**config.mk**
```make
export PLATFORM = sky130hd
export DESIGN_NAME = spi_peripheral_iomem_flat
export DESIGN_NICKNAME = d
export VERILOG_FILES = /design/src/rtl/spi_peripheral_iomem_if.sv /design/src/rtl/spi_peripheral_iomem.sv /design/src/flat_wrapper.sv
export SDC_FILE = /design/constraint.sdc
export NUM_CORES = 1
export LEC_CHECK = 0
export ABC_AREA = 1
export CORE_ASPECT_RATIO = 0.5
export CORE_UTILIZATION = 30
export DETAILED_ROUTE_END_ITERATION = 8
export GPL_TIMING_DRIVEN = 0
export SLEW_MARGIN = 10
export SYNTH_ARGS = -nofsm -noshare
export SYNTH_HDL_FRONTEND = slang
export SYNTH_SLANG_ARGS = --single-unit
```
**constraint.sdc**
```tcl
create_clock -name clk -period 2.9 [get_ports clk]
set_input_delay 0.58 -clock clk [delete_from_list [all_inputs] [get_ports clk]]
set_output_delay 0.58 -clock clk [all_outputs]
set_load 0.01 [all_outputs]
```
**src/rtl/spi_peripheral_iomem_if.sv**
```systemverilog
// iomem register bus between the soft RISC-V core and the SPI peripheral.
// sel is a one-cycle request strobe. ready is tied high, so every sel completes in the cycle
// it is seen: a write lands on the next clk edge, and rdata is combinational from addr.
interface spi_peripheral_iomem_if;
  logic        sel;
  logic [3:0]  wstrb;
  logic [7:0]  addr;
  logic [31:0] wdata;
  logic        ready;
  logic [31:0] rdata;

  modport master (output sel, wstrb, addr, wdata, input ready, rdata);
  modport slave  (input sel, wstrb, addr, wdata, output ready, rdata);
endinterface

```
**src/rtl/spi_peripheral_iomem.sv**
```systemverilog
// SPI mode-0 responder: host-driven pins are resynchronised into clk, received bytes go to an
// RX FIFO, and MISO shifts out a firmware-loaded holding byte (FILL when none is pending).
module spi_peripheral_iomem #(
  parameter int         RX_DEPTH = 8,
  parameter logic [7:0] FILL     = 8'hFF
) (
  input  logic                         clk,
  input  logic                         reset,
  input  logic                         spi_cs_in,
  input  logic                         spi_clk_in,
  input  logic                         spi_mosi_in,
  output logic                         spi_miso_out,
  output logic                         spi_miso_enable,
  spi_peripheral_iomem_if.slave        bus
);
  localparam int            AW    = (RX_DEPTH > 1) ? $clog2(RX_DEPTH) : 1;
  localparam logic [AW:0]   DEPTH = (AW + 1)'(RX_DEPTH);

  logic cs_s1, cs_s2, cs_d;
  logic sck_s1, sck_s2, sck_d;
  logic mosi_s1, mosi_s2;

  logic [2:0] bit_cnt;
  logic       sof;
  logic [6:0] rx_shift;
  logic [7:0] tx_shift;
  logic [7:0] tx_hold;
  logic       tx_full;
  logic       overflow;
  logic       underrun;

  logic [8:0]    mem [RX_DEPTH];
  logic [AW-1:0] wr_ptr, rd_ptr;
  logic [AW:0]   count;

  // Two flops resynchronise the host pins; the third stage on cs/sck gives edge detection.
  always_ff @(posedge clk) begin
    if (reset) begin
      cs_s1   <= 1'b1;
      cs_s2   <= 1'b1;
      cs_d    <= 1'b1;
      sck_s1  <= 1'b0;
      sck_s2  <= 1'b0;
      sck_d   <= 1'b0;
      mosi_s1 <= 1'b0;
      mosi_s2 <= 1'b0;
    end else begin
      cs_s1   <= spi_cs_in;
      cs_s2   <= cs_s1;
      cs_d    <= cs_s2;
      sck_s1  <= spi_clk_in;
      sck_s2  <= sck_s1;
      sck_d   <= sck_s2;
      mosi_s1 <= spi_mosi_in;
      mosi_s2 <= mosi_s1;
    end
  end

  logic cs_active, cs_fall, cs_rise, sck_rise, sck_fall;
  logic tx_load, push_req, push_ok, pop, full, empty;
  logic rd_stat, wr_ctrl;
  logic [8:0] push_data, head;

  assign cs_active = ~cs_s2;
  assign cs_fall   = cs_d & ~cs_s2;
  assign cs_rise   = ~cs_d & cs_s2;
  assign sck_rise  = sck_s2 & ~sck_d & cs_active;
  assign sck_fall  = ~sck_s2 & sck_d & cs_active;

  assign full      = (count == DEPTH);
  assign empty     = (count == '0);
  assign rd_stat   = bus.sel && (bus.wstrb == 4'b0000) && (bus.addr == 8'h00);
  assign wr_ctrl   = bus.sel && (bus.wstrb != 4'b0000) && (bus.addr == 8'h04);
  assign pop       = rd_stat && !empty;

  // A new TX byte is needed at frame start and on the falling edge that ends each byte.
  assign tx_load   = cs_fall || (sck_fall && (bit_cnt == 3'd0));
  assign push_req  = sck_rise && (bit_cnt == 3'd7);
  assign push_data = {sof, rx_shift, mosi_s2};
  assign push_ok   = push_req && (!full || pop);

  always_ff @(posedge clk) begin
    if (reset) begin
      bit_cnt  <= 3'd0;
      sof      <= 1'b0;
      rx_shift <= 7'd0;
      tx_shift <= FILL;
      tx_hold  <= 8'd0;
      tx_full  <= 1'b0;
      overflow <= 1'b0;
      underrun <= 1'b0;
    end else begin
      if (cs_fall) begin
        bit_cnt <= 3'd0;
        sof     <= 1'b1;
      end else if (cs_rise) begin
        bit_cnt <= 3'd0;
      end else if (sck_rise) begin
        rx_shift <= {rx_shift[5:0], mosi_s2};
        bit_cnt  <= bit_cnt + 3'd1;
        if (bit_cnt == 3'd7) sof <= 1'b0;
      end

      if (tx_load)       tx_shift <= tx_full ? tx_hold : FILL;
      else if (sck_fall) tx_shift <= {tx_shift[6:0], 1'b0};

      // A write coinciding with a load keeps tx_full set: the load took the old byte.
      if (wr_ctrl && bus.wstrb[0]) begin
        tx_hold <= bus.wdata[7:0];
        tx_full <= 1'b1;
      end else if (tx_load) begin
        tx_full <= 1'b0;
      end

      if (tx_load && !tx_full)                            underrun <= 1'b1;
      else if (wr_ctrl && bus.wstrb[1] && bus.wdata[9])   underrun <= 1'b0;

      if (push_req && full && !pop)                       overflow <= 1'b1;
      else if (wr_ctrl && bus.wstrb[1] && bus.wdata[8])   overflow <= 1'b0;
    end
  end

  always_ff @(posedge clk) begin
    if (reset) begin
      wr_ptr <= '0;
      rd_ptr <= '0;
      count  <= '0;
    end else begin
      if (push_ok) wr_ptr <= wr_ptr + 1'b1;
      if (pop)     rd_ptr <= rd_ptr + 1'b1;
      case ({push_ok, pop})
        2'b10:   count <= count + 1'b1;
        2'b01:   count <= count - 1'b1;
        default: count <= count;
      endcase
    end
  end

  always_ff @(posedge clk) begin
    if (push_ok) mem[wr_ptr] <= push_data;
  end

  assign head            = empty ? 9'd0 : mem[rd_ptr];
  assign spi_miso_out    = tx_shift[7];
  assign spi_miso_enable = cs_active;
  assign bus.ready       = 1'b1;

  always_comb begin
    bus.rdata = 32'd0;
    case (bus.addr)
      8'h00: bus.rdata = {cs_active, overflow, underrun, tx_full, 4'd0,
                          8'(count), 6'd0, head[8], !empty, head[7:0]};
      8'h04: bus.rdata = {28'd0, tx_full, 3'd0};
      default: bus.rdata = 32'd0;
    endcase
  end

  logic unused_bits;
  assign unused_bits = ^{bus.wdata[31:10], bus.wstrb[3:2]};
endmodule

```
**src/flat_wrapper.sv**
```systemverilog
// flat-port wrapper written by rule: the top's interface ports become plain ports
module spi_peripheral_iomem_flat 
#(
  parameter int         RX_DEPTH = 8,
  parameter logic [7:0] FILL     = 8'hFF
)
  (clk, reset, spi_cs_in, spi_clk_in, spi_mosi_in, spi_miso_out, spi_miso_enable, bus_sel, bus_wstrb, bus_addr, bus_wdata, bus_ready, bus_rdata);
  spi_peripheral_iomem_if bus_i ();
  input  logic clk;
  input  logic reset;
  input  logic spi_cs_in;
  input  logic spi_clk_in;
  input  logic spi_mosi_in;
  output logic spi_miso_out;
  output logic spi_miso_enable;
  input wire logic [$bits(bus_i.sel)-1:0] bus_sel;
  input wire logic [$bits(bus_i.wstrb)-1:0] bus_wstrb;
  input wire logic [$bits(bus_i.addr)-1:0] bus_addr;
  input wire logic [$bits(bus_i.wdata)-1:0] bus_wdata;
  output wire logic [$bits(bus_i.ready)-1:0] bus_ready;
  output wire logic [$bits(bus_i.rdata)-1:0] bus_rdata;
  assign bus_i.sel = bus_sel;
  assign bus_i.wstrb = bus_wstrb;
  assign bus_i.addr = bus_addr;
  assign bus_i.wdata = bus_wdata;
  assign bus_ready = bus_i.ready;
  assign bus_rdata = bus_i.rdata;
  spi_peripheral_iomem #(.RX_DEPTH(RX_DEPTH), .FILL(FILL)) u_core (.clk(clk), .reset(reset), .spi_cs_in(spi_cs_in), .spi_clk_in(spi_clk_in), .spi_mosi_in(spi_mosi_in), .spi_miso_out(spi_miso_out), .spi_miso_enable(spi_miso_enable), .bus(bus_i));
endmodule
```
* After elaboration in Yosys (flattened, before gate mapping)
Memory sizes are Yosys's and may differ from the RTL's. A register that Yosys moved wholly into a read port is not among the register bits.
Cells that the tools add are included.
** Word-level totals
- Flip-flop bits (word level) :: 48
- Memory bits (writable) :: 72
- Input port bits :: 50
- Output and inout port bits :: 35
- Word-level logic and storage cells :: 99
- Memories kept :: 1
** Memory list
- u_core.mem :: depth 8, bits a word 9, read ports 1, clocked after memory_dff 1, wr ports 1, RTL line spi_peripheral_iomem.sv:32 : logic [8:0] mem [RX_DEPTH];
** Cells by class
- Add/subtract/negate cells :: 5
- Eq/ne operators :: 6
- Muxes and demuxes :: 20
- Bitwise logic cells :: 12
- Reductions and logical operators :: 36
** Operator list (number)
- case mux 32 bit (2 select lines) :: 1
- 2-to-1 mux 8 bit :: 3
- logical AND 1 bit :: 15
- nonzero test 2 bit :: 7
- 2-to-1 mux 1 bit :: 12
- adder 3 x 1 -> 3 bit, second input constant :: 3
- 2-to-1 mux 9 bit :: 1
- == test 8 x 3 -> 1 bit, second input constant :: 1
- logical NOT 4 bit :: 2
- logical NOT 8 bit :: 1
- case mux 4 bit (2 select lines) :: 1
- bitwise AND 1 bit :: 6
- 2-to-1 mux 3 bit :: 2
- NOT 1 bit :: 6
- AND reduction 3 bit :: 2
- adder 4 x 1 -> 4 bit, second input constant :: 1
- == test 4 bit, second input constant :: 1
- logical NOT 1 bit :: 4
- nonzero test 4 bit :: 1
- subtractor 4 x 1 -> 4 bit, second input constant :: 1
- == test 3 bit, second input constant :: 1
- logical NOT 3 bit :: 1
- OR reduction 3 bit :: 1
- == test 2 x 1 -> 1 bit, second input constant :: 1
- 3 further kinds :: 4

* Depth between registers and ports, before layout
Gate-level depths: netlist of the first run.
- Word-level depth :: 8
- Depth in mapped cells :: 15
- Gate-level depth less buffers :: 15

* Worst setup path before layout of the first run
No wires, ideal clock.
- Path kind :: input -> register
- From :: input port bus_addr[7]
- To :: register u_core.count[2]
- Setup time :: 0.115 ns
- Arrival :: 2.223 ns
- Setup slack :: 0.561 ns
- Cell stages on the path :: 15
- Cells stage by stage :: nor2_1 > nand2_2 > nor2_4 > nand3_2 > nand2_4 > nand2_1 > ha_1 > nand2_1 > inv_1 > nor2_1 > ha_1 > a21oi_1 > xnor2_1 > o21ai_0 > inv_1
** On the way
- Cells in the longest elaborated chain, start to end :: 7
- Elaborated cells between the ends (all ways) :: 9
** Ends and longest elaborated chain
- start: declaration :: RTL line flat_wrapper.sv:18 : input wire logic [$bits(bus_i.addr)-1:0] bus_addr;
- logical NOT 8 bit * :: RTL line spi_peripheral_iomem.sv:72 : assign rd_stat = bus.sel && (bus.wstrb == 4'b0000) && (bus.addr == 8'h00);
- logical AND 1 bit * :: RTL line spi_peripheral_iomem.sv:72
- logical AND 1 bit * :: RTL line spi_peripheral_iomem.sv:74 : assign pop = rd_stat && !empty;
- logical OR 1 bit :: RTL line spi_peripheral_iomem.sv:80 : assign push_ok = push_req && (!full || pop);
- logical AND 1 bit :: RTL line spi_peripheral_iomem.sv:80
- == test 2 x 1 -> 1 bit / == test 2 bit (equally long branches) :: RTL line spi_peripheral_iomem.sv:131 : case ({push_ok, pop})
- case mux 4 bit (2 select lines) / nonzero test 2 bit (equally long branches)
- end signal: assignment :: RTL line spi_peripheral_iomem.sv:132 : 2'b10: count <= count + 1'b1;
- end signal: assignment :: RTL line spi_peripheral_iomem.sv:133 : 2'b01: count <= count - 1'b1;
- end signal: assignment :: RTL line spi_peripheral_iomem.sv:134 : default: count <= count;
- end: declaration :: RTL line spi_peripheral_iomem.sv:34 : logic [AW:0] count;
Mark *: on every way between the ends. The rest lies on a longest branch, timed or not.
A chain may end at the register's enable or synchronous reset.

* Final worst setup path of the first run
- From :: input port bus_addr[5]
- To :: output port bus_rdata[31]
** On the way
- Cells in the longest elaborated chain, start to end :: 2
- Elaborated cells between the ends (all ways) :: 3
** Ends and longest elaborated chain
- == test 8 x 3 -> 1 bit / logical NOT 8 bit (equally long branches) :: RTL line spi_peripheral_iomem.sv:150 : case (bus.addr)
- case mux 32 bit (2 select lines) * :: RTL line spi_peripheral_iomem.sv:150
- end: declaration :: RTL line flat_wrapper.sv:21 : output wire logic [$bits(bus_i.rdata)-1:0] bus_rdata;
Marked as above.

==> results of run 1 <==
stage by stage:
step	power (W)	utilization
floorplan	0.00196	-
global placement	0.00202	0.357
detailed placement	0.00202	0.357
CTS	0.00432	0.393
global route	0.00441	0.393
finish	0.00428	0.393
power by group through the flow:
stage          Clock [W]  Combinational (W)  Sequential [W]
2_1_floorplan          0          0.0000761         0.00189
3_3_place_gp           0           0.000129         0.00189
3_5_place_dp           0           0.000130         0.00189
4_1_cts          0.00233           0.000131         0.00185
5_1_grt          0.00241           0.000149         0.00186
6_report         0.00229           0.000131         0.00185
cell usage in the layout, fill, tap and decap left out, drive strengths merged, types with 5 or more instances in the layout:
cell type,synthesis,routed
inv,55,56
clkinv,2,7
nor2,112,112
clkbuf,7,32
a31oi,8,8
edfxtp,72,72
nand4,5,5
nand3,49,49
dfxtp,51,51
clkdlybuf4s50,0,38
ha,11,11
buf,29,31
conb,2,15
o21ai,60,60
nand2,53,53
bufinv,0,5
a21oi,33,33
cells by family after synthesis:
logic type,Yosys count,share of synthesized area
other,2,0.00138
adders and majority gates,11,0.0252
AOI/OAI and AO/OA,103,0.0980
DFF,123,0.584
xor gates and xnor gates,4,0.00643
buffers and inverters,93,0.0824
and+or+nand+nor,229,0.203
sequential cells by signal (all words and copies together) (netlist names), named ones only:
signal / flops
u_core.bit_cnt: 3
u_core.count: 4
u_core.cs_d: 1
u_core.cs_s1: 1
u_core.cs_s2: 1
u_core.mem: 72
u_core.mosi_s1: 1
u_core.mosi_s2: 1
u_core.overflow: 1
u_core.rd_ptr: 3
u_core.rx_shift: 7
u_core.sck_d: 1
u_core.sck_s1: 1
u_core.sck_s2: 1
u_core.sof: 1
u_core.tx_full: 1
u_core.tx_hold: 8
u_core.tx_shift: 8
u_core.underrun: 1
u_core.wr_ptr: 3
worst paths after layout:
| check | start | end | slack [ps] | cells past startpoint |
|---|---|---|---|---|
| max | bus_addr[5] | bus_rdata[31] | 50 | 7 |
| min | u_core.mosi_s1 | u_core.mosi_s2 | 390 | 2 |
| max reg2reg | u_core.cs_s2 | u_core.mem[1][8] | 600 | 5 |
| min reg2reg | u_core.mosi_s1 | u_core.mosi_s2 | 390 | 2 |
metal layers:
| layer | vias up | wire, um | GRT usage | share of wire |
|---|---|---|---|---|
| li1 | 2029 | - | - | - |
| met1 | 1840 | 5430 | 0.168 | 0.45 |
| met2 | 105 | 5900 | 0.232 | 0.49 |
| met3 | 14 | 651 | 0.0358 | 0.054 |
| met4 | 0 | 128 | 0.0503 | 0.011 |
| met5 | - | 0 | 0 | 0 |
cell type report:
cell class,count,area (um2)
fillers,1678,10700
flip-flops and latches,123,3180
multi-input cells,362,1880
repair buffers,49,449
clock buffers,18,429
well taps,234,293
plain buffers,36,231
inverters,57,219
clock inverters,13,218
worst max-delay path: stages:
cell and delay, ps:
clkdlybuf4s50_1 400, nor2_1 120, nand2_2 100, nor2_4 150, inv_1 180, nor2_2 170
clkdlybuf4s50_1 550
what timing repair did:
item | 4_1_cts | 5_1_grt
buffers inserted | 0 | 2
endpoints found under the setup margin | 11 | 17
gates resized for setup | 11 | 18
==> impl_metrics.tcl, run 1 <==
set metrics [dict create \
    fin_crit_sh 0.983 \
    cts.htree.levels 4 \
    cp_max_fo 8 \
    ys_seq_area_frac 0.584 \
    failed_checks "DRC" \
    p_int_w 0.00344 \
    rows 34 \
    die_y_um 97.3 \
    vdd_drop_max_mv 0.342 \
    first_pass_iters 7 \
    synthCells 565 \
    synthFlopType "edfxtp_1" \
    clockRootBuffer "clkbuf_16" \
    power_switching_w 0.000839 \
    start_util 0.310 \
    critPathLaunchType "input port" \
    max_clock_freq_mhz 351 \
    rsz0062_at_grt "yes" \
    ys_seq_elements 123 \
    grt_pass1_wl_um 19400 \
    crit_required_ps 2320 \
    path_class "in2out" \
    clock_latency_ps 410 \
    swShare 0.196 \
    die_w_um 193 \
    vias 3988 \
    cts_tree "done" \
    cp_data_arrival_time_ps 2270 \
    finalSetupViolCount 0 \
    fin_setup_tns_ps 0 \
    cts_made_buffers 17 \
    grt_antenna_before_repair 0 \
    grt_pass1_vias 3819 \
    coreArea_mm2 0.0176 \
    netlist-cell-type-count 40 \
    p_clk_frac 0.536 \
    dpl_cell_area_mm2 0.00626 \
    place_hpwl_um 8190 \
    final_hold_viol_count 0 \
    cts_buffer_depth 2 \
    fin_crit_ps 2850 \
    drv_slew 0 \
    synth_area_per_cell_um2 9.65 \
    status "complete, but fails checks" \
    setup_slack_ps 49.1 \
    synth_top_area_cell "edfxtp_1" \
    pin_count 85 \
    layout.cells.non_filler 892 \
    maxCapViolations 0 \
    hold_buffers 0 \
    power_density_mw_per_mm2 620 \
    layout-area-overhead-vs-synth_pct 26.6 \
    end_kind "output port" \
    die-area_mm2 0.0187 \
    num_antenna_cells 0 \
    combPwrFrac 0.031 \
    ys_top_cells_by_count "nor2_1, edfxtp_1, o21ai_0" \
    tightest_slew_ps 962 \
    synth.most_common_cell "nor2_1" \
    track_usage 0.138 \
    place_ws_ps -277 \
    wl_per_cell_um 13.6 \
    clk_pin_slew_ps 60 \
    design_area_mm2 0.00690 \
    drive_above_1_share 0.147 \
    grt-ovfl-total 0 \
    finClkSkew_ps 9.99 \
    grt_max_degree 17 \
    port_buffers 47 \
    ys_warn_count 0 \
    drtAntennaViolNets 0 \
    synth.top_cell.area_share 0.397 \
    relSlewSlack 0.357 \
    cts_num_sinks 123 \
    drc 4 \
    final_nets 707 \
    dp.cells 859 \
    async_flop_share 0 \
    synth_area_mm2 0.00545 \
    wl_um 12100 \
    via_per_inst 4.47 \
    hold_class "reg2reg" \
    synth-edff-count 72 \
    place_congestion 0.781 \
    seqPwrFrac 0.433 \
    cellLeakagePower_nw 2.63 \
    drt_first_iter_violations 252 \
    synth.area.top_cells "edfxtp_1, dfxtp_1, nor2_1, o21ai_0, nand3_1" \
    hold_slack_ps 395 \
]
Power figures use the tool's default switching activity.
==> run 2, diff against run 1 <==
- clock period: 2.9 -> 3.69 ns (I/O delays scaled with it)
==> run 2 against run 1 <==
The flow still finishes with violations (DRC). Core utilization rose by 0.064 points. Critical path depth increased by 2. Clock skew is essentially flat. Power down 21%. Combinational power decreased by 21%. Final area increased by 0.16%. Clock-buffer cell count did not move. Worst hold slack about the same. Global-route usage unchanged.
==> impl_metrics.tcl, run 2 (synthesis results as in run 1) <==
set metrics [dict create \
    swShare 0.196 \
    crit_chain "clkdlybuf4s50_1, nor2_1, nand2_2, nor2_4, and2_4, buf_8, nand2_1, a31oi_1, clkdlybuf4s50_1" \
    clock_latency_ps 410 \
    design_area_mm2 0.00691 \
    crit_top_cell "clkdlybuf4s50_1" \
    final_nets 705 \
    reg2reg_from "u_core.cs_s2" \
    maxCapViolations 0 \
    vias 3966 \
    die_w_um 193 \
    max_clock_freq_mhz 289 \
    critPathSlowestCell "clkdlybuf4s50_1" \
    grt_pass1_vias 3819 \
    cts_setup_buffers 0 \
    cellLeakagePower_nw 2.60 \
    final_hold_viol_count 0 \
    cp_data_arrival_time_ps 2720 \
    drtAntennaViolNets 0 \
    finClkSkew_ps 9.88 \
    die_y_um 97.3 \
    largest_register_ffs 72 \
    relSlewSlack 0.357 \
    nFillCells 1679 \
    fin_crit_sh 0.937 \
    end_kind "output port" \
    cts_buffer_depth 2 \
    hold_buffers 0 \
    drc 4 \
    dpl_cell_area_mm2 0.00626 \
    crit_required_ps 2950 \
    status "complete, but fails checks" \
    cp-startpoint "bus_addr[5]" \
    p_int_w 0.00270 \
    rsz0062_at_grt "no" \
    wl_um 12000 \
    grt_max_degree 17 \
    fin_crit_ps 3460 \
    p_clk_frac 0.536 \
    layout-area-overhead-vs-synth_pct 26.8 \
    power_density_mw_per_mm2 487 \
    fin_setup_tns_ps 0 \
    cpPeakStageDelay_ps 590 \
    grt_pass1_wl_um 19400 \
    place_congestion 0.781 \
    biggestRegsByFlops "u_core.mem (72), u_core.tx_hold (8), u_core.tx_shift (8)" \
    dp.cells 859 \
    combPwrFrac 0.031 \
    track_usage 0.138 \
    final_cell_mix "nor2_1, edfxtp_1, o21ai_0" \
    clk_pin_slew_ps 60 \
    vdd_drop_max_mv 0.269 \
    path_class "in2out" \
    wl_met1_um 5420 \
    grt_antenna_before_repair 0 \
    cts_resized 0 \
    hold_start "u_core.mosi_s1" \
    layout.cells.non_filler 890 \
    failed_checks "DRC" \
    routed-wl-met2_um 5860 \
    wl_per_cell_um 13.5 \
    cts_tree "done" \
    drt_first_iter_violations 282 \
    rows 34 \
    drv_slew 0 \
    start_util 0.310 \
    finalSetupViolCount 0 \
    first_pass_iters 6 \
    coreArea_mm2 0.0176 \
    hold-path-cell-count 2 \
    wl_met3_um 630 \
    power_switching_w 0.000659 \
    num_antenna_cells 0 \
    grt-ovfl-total 0 \
    clockRootBuffer "clkbuf_16" \
    cts_made_buffers 17 \
    cts_num_sinks 123 \
    critPathLaunchType "input port" \
    pin_count 85 \
    place_hpwl_um 8190 \
    port_buffers 47 \
    cts.htree.levels 4 \
    largest_register "u_core.mem" \
    drive_above_1_share 0.130 \
    via_per_inst 4.46 \
    tightest_slew_ps 961 \
    reg2reg_depth 5 \
    highest_layer "met4" \
    cp_max_fo 10 \
    hold_class "reg2reg" \
    mostFrequentLayoutCell "nor2_1" \
    die-area_mm2 0.0187 \
    seqPwrFrac 0.433 \
]
run 2: cell count changes in the layout (fill, tap and decap cells not counted):
cell             previous run  this run
clkdlybuf4s50_1            38        47
clkbuf_2                    9         1
buf_4                      20        18
a31oi_1                     7         8
a31oi_2                     1         0
clkbuf_1                    6         7
clkdlybuf4s15_1             1         0
dlygate4sd2_1               1         0
nor2_1                    106       107
nor2_2                      3         2
run 2: final timing paths:
| check | to | slack, ps |
|---|---|---|
| max | bus_rdata[7] | 230 |
| min | u_core.mosi_s2 | 400 |
| max reg2reg | u_core.mem[1][4] | 1410 |
| min reg2reg | u_core.mosi_s2 | 400 |
run 2: routing by layer:
| metal | GRT usage | vias to the layer above |
|---|---|---|
| li1 | - | 2026 |
| met4 | 0.0503 | 0 |
| met2 | 0.232 | 105 |
| met5 | 0 | - |
| met3 | 0.0358 | 9 |
| met1 | 0.168 | 1826 |
run 2: power by group through the flow:
stage          Clock (W)  Sequential, W  Combinational (W)
3_5_place_dp           0        0.00149           0.000103
6_report         0.00180        0.00146           0.000103
2_1_floorplan          0        0.00148          0.0000598
4_1_cts          0.00183        0.00146           0.000103
5_1_grt          0.00189        0.00146           0.000117
3_3_place_gp           0        0.00149           0.000101
run 2: cell type report:
| class | count | area [um2] | share of cell area |
|---|---|---|---|
| Sequential cell | 123 | 3180 | 0.461 |
| Multi-Input combinational cell | 362 | 1870 | 0.270 |
| Timing Repair Buffer | 47 | 470 | 0.0681 |
| Clock buffer | 18 | 429 | 0.0621 |
| Tap cell | 234 | 293 | 0.0424 |
| Buffer | 36 | 230 | 0.0333 |
| Inverter | 57 | 219 | 0.0317 |
| Clock inverter | 13 | 218 | 0.0315 |
run 2: stage by stage:
stage	utilization	setup WS (ps)	total power (W)	hold WS [ps]
floorplan	-	1190	0.00154	388
global placement	0.357	163	0.00159	391
detailed placement	0.357	197	0.00159	393
CTS	0.393	189	0.00339	401
global route	0.393	67.7	0.00347	424
finish	0.393	231	0.00336	395
run 2: critical path, delay by kind of cell:
family          cells  cell delay (ps)
buf+inv             3             1120
simple gates        5              620
compound gates      1              210
==> run 3, diff against run 2 <==
- ABC_AREA: 1 -> default
- CORE_MARGIN: default -> 3
- CTS_CLUSTER_DIAMETER: default -> 30
==> run 3 against run 2 <==
The flow now finishes without violations. Final cell count down 19%. Via count shrank 16%. Global-route usage decreased by 1.5 points. Synthesized cell count is 31% lower. Sequential power is essentially flat. First-iteration DRC count fell by 25%. Core utilization increased by 1.4 points. Non-clock buffer count up 6. Die area rose by 2.3%. Flip-flop and latch count stayed put. Worst setup slack worse by 80 ps. Register-to-register slack worse by 550 ps. Critical path type unchanged.
==> impl_metrics.tcl, run 3 <==
set metrics [dict create \
    first_pass_iters 5 \
    async_flop_share 0 \
    drtAntennaViolNets 0 \
    largest_register "u_core.mem" \
    rows 33 \
    synth-edff-count 72 \
    clk_pin_slew_ps 50 \
    final_nets 539 \
    power_density_mw_per_mm2 482 \
    ys_seq_elements 123 \
    drt_first_iter_violations 211 \
    layout.cells.non_filler 717 \
    rsz0062_at_grt "no" \
    grt_pass1_wl_um 17600 \
    clockRootBuffer "clkbuf_16" \
    cts_made_buffers 17 \
    cts.htree.levels 4 \
    track_usage 0.122 \
    critPathSlowestCell "clkdlybuf4s50_1" \
    cellLeakagePower_nw 2.36 \
    drc 0 \
    crit_chain "clkdlybuf4s50_1, nor4_4, nand3_2, buf_2, o21ai_0, clkdlybuf4s50_1" \
    hold_class "reg2reg" \
    final_hold_viol_count 0 \
    ys_top_cells_by_count "edfxtp_1, dfxtp_1, nor2_1" \
    crit_required_ps 2950 \
    place_congestion 0.734 \
    drive_above_1_share 0.210 \
    synth.most_common_cell "edfxtp_1" \
    path_buf_inv 3 \
    largest_register_ffs 72 \
    wl_um 11200 \
    ys_warn_count 0 \
    synth.top_cell.area_share 0.413 \
    cts_buffer_depth 2 \
    worst_hold_path.endpoint "u_core.cs_s2" \
    status "completed" \
    multiInputGateArea_mm2 0.00195 \
    grt_max_degree 17 \
    grt-ovfl-total 0 \
    coreArea_mm2 0.0167 \
    fin_crit_sh 0.959 \
    die_y_um 99.4 \
    hold_buffers 0 \
    fin_crit_ps 3540 \
    ys_seq_area_frac 0.608 \
    cpPeakStageDelay_ps 560 \
    pin_count 85 \
    hold_start "u_core.cs_s1" \
    tightest_slew_ps 911 \
    finClkSkew_ps 9.69 \
    grt_pass1_vias 3226 \
    cp_data_arrival_time_ps 2800 \
    synthCells 388 \
    critPathLaunchType "input port" \
    reg2reg_from "u_core.bit_cnt[0]" \
    synth_area_per_cell_um2 13.5 \
    place_ws_ps -453 \
    max_clock_freq_mhz 283 \
    num_antenna_cells 0 \
    maxCapViolations 0 \
    vdd_drop_max_mv 0.296 \
    port_buffers 47 \
    netlist-cell-type-count 52 \
    cp_max_fo 10 \
    via_per_inst 4.64 \
    synthFlopType "edfxtp_1" \
    grt_antenna_before_repair 0 \
    wl_per_cell_um 15.6 \
    cpLargestDelayFamily "buffers and inverters" \
    dp.cells 683 \
    regArea_mm2 0.00318 \
    final_cell_mix "edfxtp_1, dfxtp_1, clkdlybuf4s50_1" \
    cts_tree "done" \
    setup_slack_ps 151 \
    path_class "in2out" \
    clock_latency_ps 410 \
    synth_area_mm2 0.00524 \
    hold-path-cell-count 1 \
    synth.area.top_cells "edfxtp_1, dfxtp_1, mux4_2, mux2i_1, nor2_1" \
    r2r_setup_slack_ps 860 \
    layout-area-overhead-vs-synth_pct 30.2 \
    drv_slew 0 \
    vias 3325 \
    place_hpwl_um 7910 \
    crit_top_cell "clkdlybuf4s50_1" \
    biggestRegsByFlops "u_core.mem (72), u_core.tx_hold (8), u_core.tx_shift (8)" \
    power.total_w 0.00328 \
    finalSetupViolCount 0 \
    mostFrequentLayoutCell "edfxtp_1" \
    reg2reg_depth 12 \
    die_w_um 193 \
    cts_num_sinks 123 \
    synth_top_area_cell "edfxtp_1" \
    die-area_mm2 0.0192 \
    relSlewSlack 0.393 \
    start_util 0.313 \
    nFillCells 1558 \
    regToRegEndpoint "u_core.count[2]" \
    end_kind "output port" \
]
-- run 3: changes by cell type in the layout (fill, tap and decap cells not counted), moves of 7 or more --
cell | previous run | this run
a21oi_1 | 33 | 12
a31oi_1 | 8 | 0
and3_1 | 0 | 7
buf_4 | 18 | 26
inv_1 | 52 | 12
mux2i_1 | 0 | 26
mux4_2 | 0 | 18
nand2_1 | 49 | 10
nand3_1 | 44 | 2
nor2_1 | 107 | 39
nor2b_1 | 0 | 16
nor4_2 | 0 | 8
o21ai_0 | 59 | 11
-- run 3: power breakdown --
group / leakage (nW) / internal [W] / total (W) / switching [W]
logic: 0.991 / 0.0000518 / 0.0000962 / 0.0000444
clock network: 0.298 / 0.00113 / 0.00173 / 0.000602
registers: 1.07 / 0.00145 / 0.00146 / 0.00000775
-- run 3: cells by family after synthesis --
family | share of synthesized area
DFF | 0.608
and+or+nand+nor | 0.123
muxes | 0.134
AOI/OAI and AO/OA | 0.0581
buffers and inverters | 0.0430
adders and majority gates | 0.0263
xor gates and xnor gates | 0.00669
other | 0.00143
-- run 3: worst reg2reg max path, cell delays in order (launching register included) --
cell and delay, ps:
dfxtp_1 330, ha_1 200, ha_1 210, nand4bb_1 100, clkbuf_1 300, o21bai_4 290, ha_1 340, xor2_1 170
ha_1 160, a21oi_1 40, xor2_1 160, or3_1 310, a21oi_1 130
-- run 3: metrics by stage --
step	util	setup TNS (ps)	hold WS (ps)	instance area (um2)
finish	0.408	0	408	6820
global route	0.408	0	428	6820
CTS	0.407	0	408	6810
detailed placement	0.368	-7400	395	6150
global placement	0.361	-77800	395	6040
floorplan	-	0	389	5290
-- run 3: worst max path at each step --
stage                start  slack, ps  cells after the start          endpoint
2_1_floorplan  bus_addr[5]        440                      4  u_core.mem[0][0]
6_report       bus_addr[0]        150                      6      bus_rdata[3]
5_1_grt        bus_addr[0]         30                      6      bus_rdata[2]
4_1_cts        bus_addr[3]         40                      6      bus_rdata[3]
3_3_place_gp   bus_addr[3]      -1120                      5  u_core.mem[1][6]
3_5_place_dp   bus_addr[3]       -450                      6      bus_rdata[3]
-- run 3: final cells by class --
| class | instances | share of cell area |
|---|---|---|
| tap | 227 | 0.0417 |
| clock inverter | 14 | 0.0283 |
| multi-input combinational | 235 | 0.287 |
| clock buffer | 17 | 0.0624 |
| sequential | 123 | 0.467 |
| buffer | 31 | 0.0268 |
| timing repair buffer | 58 | 0.0807 |
| inverter | 12 | 0.00661 |
-- run 3: repair_timing --
action                                  4_1_cts  5_1_grt
pin swaps                                     2        1
endpoints found under the setup margin       10        3
gates resized for setup                       5        2
setup buffers                                 2        1
-- run 3: metal layers --
layer,global-route usage,vias to the layer above,wire [um]
met5,0,-,0
met4,0.0470,0,169
met3,0.0313,18,494
met2,0.187,80,5190
met1,0.167,1602,5360
li1,-,1625,-
